### src/rtl/hash_pkg.sv
// Shared types and constants for the hash result scanner.
package hash_pkg;

  typedef enum logic [2:0] {
    ST_IDLE = 3'd0,
    ST_SCAN = 3'd1,
    ST_WR0  = 3'd2,
    ST_WR1  = 3'd3,
    ST_DONE = 3'd4
  } state_t;

  localparam int          RESULT_FOUND_BIT = 31;
  localparam logic [31:0] HASH_INIT_MAX    = 32'hFFFF_FFFF;
  localparam logic [15:0] RES_OFS_STATUS   = 16'd0;
  localparam logic [15:0] RES_OFS_HASH     = 16'd1;

endpackage

### src/rtl/hash_target_scan.sv
// Reads back per-nonce hash words, tracks the minimum against a target and
// writes a two-word {status, hash} result record to the shared memory.
module hash_target_scan
  import hash_pkg::*;
#(
  parameter int NUM_NONCES = 16,
  parameter int NW         = $clog2(NUM_NONCES)
) (
  input  logic          clk,
  input  logic          reset,
  input  logic          start,
  input  logic [15:0]   hash_addr,
  input  logic [15:0]   result_addr,
  input  logic [31:0]   target,
  output logic          done,
  output logic          mem_clk,
  output logic          mem_we,
  output logic [15:0]   mem_addr,
  output logic [31:0]   mem_write_data,
  input  logic [31:0]   mem_read_data,
  output logic          found,
  output logic [NW-1:0] best_nonce,
  output logic [31:0]   best_hash
);

  localparam int CW = NW + 1;

  state_t          r_state;
  logic [CW-1:0]   r_issue_cnt;
  logic [NW-1:0]   r_cap_cnt;
  logic            r_primed;
  logic            r_done;
  logic            r_mem_we;
  logic [15:0]     r_mem_addr;
  logic [31:0]     r_mem_wdata;
  logic            r_found;
  logic [NW-1:0]   r_best_nonce;
  logic [31:0]     r_best_hash;

  logic            w_hit;
  logic [31:0]     w_new_best;
  logic [31:0]     w_status;

  // Strict compare keeps the lower index on ties.
  always_comb begin
    w_hit                      = (mem_read_data < r_best_hash);
    w_new_best                 = w_hit ? mem_read_data : r_best_hash;
    w_status                   = 32'd0;
    w_status[NW-1:0]           = r_best_nonce;
    w_status[RESULT_FOUND_BIT] = r_found;
  end

  always_ff @(posedge clk) begin
    if (reset) begin
      r_state      <= ST_IDLE;
      r_issue_cnt  <= '0;
      r_cap_cnt    <= '0;
      r_primed     <= 1'b0;
      r_done       <= 1'b0;
      r_mem_we     <= 1'b0;
      r_mem_addr   <= 16'd0;
      r_mem_wdata  <= 32'd0;
      r_found      <= 1'b0;
      r_best_nonce <= '0;
      r_best_hash  <= HASH_INIT_MAX;
    end else begin
      case (r_state)
        ST_IDLE, ST_DONE: begin
          if (start) begin
            r_state      <= ST_SCAN;
            r_mem_addr   <= hash_addr;
            r_issue_cnt  <= CW'(1);
            r_cap_cnt    <= '0;
            r_primed     <= 1'b0;
            r_best_hash  <= HASH_INIT_MAX;
            r_best_nonce <= '0;
            r_found      <= 1'b0;
            r_done       <= 1'b0;
            r_mem_we     <= 1'b0;
          end else if (r_state == ST_DONE) begin
            r_mem_we <= 1'b0;
            r_done   <= 1'b1;
          end
        end
        ST_SCAN: begin
          if (r_issue_cnt < CW'(NUM_NONCES)) begin
            r_mem_addr  <= hash_addr + 16'(r_issue_cnt);
            r_issue_cnt <= r_issue_cnt + CW'(1);
          end
          // First SCAN edge has no read data yet; capture starts one edge later.
          if (r_primed) begin
            if (w_hit) begin
              r_best_hash  <= mem_read_data;
              r_best_nonce <= r_cap_cnt;
            end
            r_found   <= (w_new_best < target);
            r_cap_cnt <= r_cap_cnt + NW'(1);
            if (r_cap_cnt == NW'(NUM_NONCES - 1)) begin
              r_state <= ST_WR0;
            end
          end else begin
            r_primed <= 1'b1;
          end
        end
        ST_WR0: begin
          r_mem_we    <= 1'b1;
          r_mem_addr  <= result_addr + RES_OFS_STATUS;
          r_mem_wdata <= w_status;
          r_state     <= ST_WR1;
        end
        ST_WR1: begin
          r_mem_we    <= 1'b1;
          r_mem_addr  <= result_addr + RES_OFS_HASH;
          r_mem_wdata <= r_best_hash;
          r_state     <= ST_DONE;
        end
        default: begin
          r_state <= ST_IDLE;
        end
      endcase
    end
  end

  assign done           = r_done;
  assign mem_clk        = clk;
  assign mem_we         = r_mem_we;
  assign mem_addr       = r_mem_addr;
  assign mem_write_data = r_mem_wdata;
  assign found          = r_found;
  assign best_nonce     = r_best_nonce;
  assign best_hash      = r_best_hash;

endmodule

### config.mk
export PLATFORM = sky130hd
export DESIGN_NAME = hash_target_scan
export DESIGN_NICKNAME = d
export VERILOG_FILES = /design/src/rtl/hash_pkg.sv /design/src/rtl/hash_target_scan.sv
export SDC_FILE = /design/constraint.sdc
export NUM_CORES = 1
export LEC_CHECK = 0
export CAP_MARGIN = 20
export CORE_MARGIN = 2
export CORE_UTILIZATION = 53
export DETAILED_ROUTE_END_ITERATION = 16
export GPL_ROUTABILITY_DRIVEN = 0
export HOLD_SLACK_MARGIN = 0.15
export PLACE_DENSITY_LB_ADDON = 0.12
export SLEW_MARGIN = 5
export SYNTH_ARGS = -nofsm -noshare
export SYNTH_HDL_FRONTEND = slang
export SYNTH_SLANG_ARGS = --single-unit
### constraint.sdc
create_clock -name clk -period 6.9 [get_ports clk]
set_clock_uncertainty 0.1 [all_clocks]
set_input_delay 1.38 -clock clk [delete_from_list [all_inputs] [get_ports clk]]
set_output_delay 1.38 -clock clk [all_outputs]
set_load 0.05 [all_outputs]
==> flow_metrics.env <==
export IMPL_status="finished, final reports clean"
export IMPL_power_density_mw_per_mm2=175
export IMPL_rsz0062_at_grt="no"
export IMPL_numPortBuffers=186
export IMPL_synth_area_mm2=0.00694
export IMPL_worst_pin_slew_ns=1.05
export IMPL_layout_drive_gt1_share_pct=4.22
export IMPL_total_leakage_power_uw=0.00399
export IMPL_postCtsSetupRepairBufs=0
export IMPL_setup_violations=0
export IMPL_synth_compound_area_share_pct=24.8
export IMPL_slew_violations=0
export IMPL_drt_iter0_drc=647
export IMPL_clk_pin_slew_ns=0.07
export IMPL_hp_start="mem_addr[0]"
export IMPL_startpoint="clk"
export IMPL_p_comb_share_pct=22.0
export IMPL_cp_start_kind="clock port"
export IMPL_grt_pass1_vias=7249
export IMPL_sw_frac_of_total_pct=30.8
export IMPL_ios=187
export IMPL_postSynthAreaPerCell_um2=7.51
export IMPL_path_common_cell="clkbuf_16"
export IMPL_insertion_delay_ns=0.47
export IMPL_area_growth_pct=33.8
export IMPL_hold_viol=0
export IMPL_synthFlopType="dfxtp_1"
export IMPL_place_hpwl_mm=16.0
export IMPL_crit_path_max_incr_delay_ns=0.68
export IMPL_yosysWarningCount=0
export IMPL_crit_fanout=2
export IMPL_worst_hold_path_type="flip-flop to flip-flop"
export IMPL_synth_xor_area_share_pct=1.14
export IMPL_ys_ff_latch=100
export IMPL_fin_nets=1254
export IMPL_crit_slowest_cell="clkdlybuf4s50_1"
export IMPL_grt_pass1_wl_mm=36.2
export IMPL_r2r_cells=14
export IMPL_maxCapViolations=0
export IMPL_syn_inst=924
export IMPL_vdd_drop_max_uv=116
export IMPL_synth_top_family_by_area="compound AO/OA/AOI/OAI gates"
export IMPL_yosysSeqAreaShare_pct=28.9
export IMPL_grt_usage_pct=31.6
export IMPL_async_flop_share_pct=0
export IMPL_ys_types=73
export IMPL_core_mm2=0.0127
export IMPL_worstPathRequired_ns=5.42
export IMPL_yosys_area_share_simple_pct=23.6
export IMPL_critPathKind="clock port to output pin"
export IMPL_drt_antenna_violating_nets=0
export IMPL_drc_errors=0
export IMPL_dr_pass1_iters=5
export IMPL_dieWidth_um=118
export IMPL_synthAdderAreaFrac_pct=12.9
export IMPL_rows=41
export IMPL_vias=7621
export IMPL_cts_hold_buf=0
export IMPL_finalSetupTns_ns=0
export IMPL_placed_area_mm2=0.00890
export IMPL_crit_chain="clkbuf_16, clkbuf_16, clkdlybuf4s50_1"
export IMPL_cp_end_kind="output pin"
export IMPL_synthMuxAreaShare_pct=1.15
export IMPL_initial_core_util_pct=54.5
export IMPL_post_cts_resize_count=0
export IMPL_synth_edf_count=0
export IMPL_p_seq_share_pct=37.6
export IMPL_antenna_cells=0
export IMPL_routed_via_density=6.04
export IMPL_slew_limit_headroom_pct=30.1
export IMPL_p_int_uw=1120
export IMPL_antenna_found_initial=0
export IMPL_worstPathArrival_ns=4.38
export IMPL_grt_overflow=0
export IMPL_nFillCells=1068
export IMPL_wirelength_mm=22.2
export IMPL_cts_tree="yes"
export IMPL_wl_per_cell_um=17.6
export IMPL_final_area_mm2=0.00928
export IMPL_switchingPower_uw=500
export IMPL_syn_num_nets=1094
export IMPL_min_path_cells=2
export IMPL_die_h_um=118
export IMPL_worstReg2RegStart="best_hash[1]"
export IMPL_r2r_slack_ns=2.45
export IMPL_p_clk_share_pct=40.5
export IMPL_fp_dieArea_mm2=0.0140
export IMPL_grt_start_max_net_pins=58
power groups by stage:
stage	Sequential (uW)	Clock (uW)	Combinational, uW
final	609	656	356
after global routing	611	688	386
after CTS	609	661	352
after detailed placement	622	33.4	350
after global placement	622	33.4	345
after floorplan	666	31.2	160
placed cells by master, fill, tap and decap left out, types with 4 or more instances in the layout:
| cell type | instances |
|---|---|
| nor2_1 | 62 |
| nor3_1 | 13 |
| nand4_1 | 24 |
| ha_1 | 70 |
| a21oi_1 | 78 |
| mux2i_1 | 8 |
| nand2b_1 | 10 |
| clkbuf_16 | 12 |
| a21o_1 | 14 |
| inv_1 | 75 |
| o21a_1 | 8 |
| xnor2_1 | 6 |
| o31ai_1 | 7 |
| nand3_1 | 82 |
| dfxtp_1 | 99 |
| nand4b_1 | 4 |
| o211ai_1 | 6 |
| a221oi_1 | 5 |
| nand2_1 | 100 |
| o21ai_1 | 13 |
| and4_1 | 8 |
| o21ai_0 | 49 |
| a211oi_1 | 13 |
| clkdlybuf4s50_1 | 185 |
| o221ai_1 | 9 |
| buf_4 | 15 |
| a31oi_1 | 32 |
layer usage:
metal | track usage (%) | part of all wire, % | up-vias
met5 | 0 | 0 | -
met4 | 13.2 | 2.5 | 0
met3 | 6.95 | 7.5 | 46
met2 | 53.3 | 48 | 354
met1 | 39.0 | 43 | 3535
li1 | - | - | 3686
flip-flops by register name, indices dropped and copies added, names as in the netlist:
name	cells
best_hash	32
best_nonce	4
done	1
found	1
mem_addr	16
mem_we	1
mem_write_data	32
r_cap_cnt	4
r_issue_cnt	5
r_primed	1
r_state	3
per-stage QoR:
| step | std cells | total power (uW) | utilization [%] | hold WS, ns | setup slack [ns] |
|---|---|---|---|---|---|
| after floorplan | 924 | 857 | - | 0.373 | 1.80 |
| after global placement | 1242 | 1000 | 69.9 | 0.339 | 1.18 |
| after detailed placement | 1242 | 1010 | 69.9 | 0.344 | 1.12 |
| after CTS | 1261 | 1620 | 73.0 | 0.352 | 1.04 |
| after global routing | 1261 | 1690 | 73.0 | 0.378 | 1.03 |
| final | 1261 | 1620 | 73.0 | 0.349 | 1.04 |
cell type report:
cell class | count | area (um2) | share of cell area, %
timing repair buffer | 200 | 1960 | 21.1
multi-input combinational | 692 | 4420 | 47.6
inverter | 77 | 289 | 3.11
sequential | 100 | 2000 | 21.6
clock inverter | 6 | 70.1 | 0.755
tap | 172 | 215 | 2.32
clock buffer | 14 | 324 | 3.49
kinds of logic after synthesis:
| logic type | Yosys count |
|---|---|
| XOR/XNOR | 9 |
| multiplexers | 8 |
| buffers and inverters | 132 |
| AO/OA/AOI/OAI | 269 |
| AND/OR/NAND/NOR | 335 |
| flip-flops | 100 |
| adder cells (fa/ha/maj) | 71 |
synth_stat cells, types with 4 or more instances:
library cell	instances	share of area, %
buf_1	7	0.38
nand3_1	82	5.9
dfxtp_1	100	29
a21oi_1	78	5.6
clkbuf_1	42	2.3
mux2i_1	8	1.2
nand2b_1	10	0.90
a211oi_1	13	1.4
ha_1	70	13
nor3_1	13	0.94
o21ai_1	13	0.94
and4_1	8	1.0
nand2_1	100	5.4
nor2_1	63	3.4
a21o_1	14	1.5
o21a_1	8	0.87
a31oi_1	32	2.9
a221oi_1	5	0.63
o31ai_1	7	0.76
o21ai_0	49	3.5
o211ai_1	6	0.65
nand4_1	24	2.2
xnor2_1	6	0.76
o221ai_1	9	1.1
inv_1	75	4.1
nand4b_1	4	0.50
critical path, delay by kind of cell:
kind                   cells  cell delay (ns)
buffers and inverters      3             0.92
final timing paths:
path / end
hold / removal: mem_addr[0]
hold reg to reg: mem_addr[0]
setup / recovery: mem_clk
setup reg to reg: found
No activity file was read; power rests on OpenSTA's default activity.
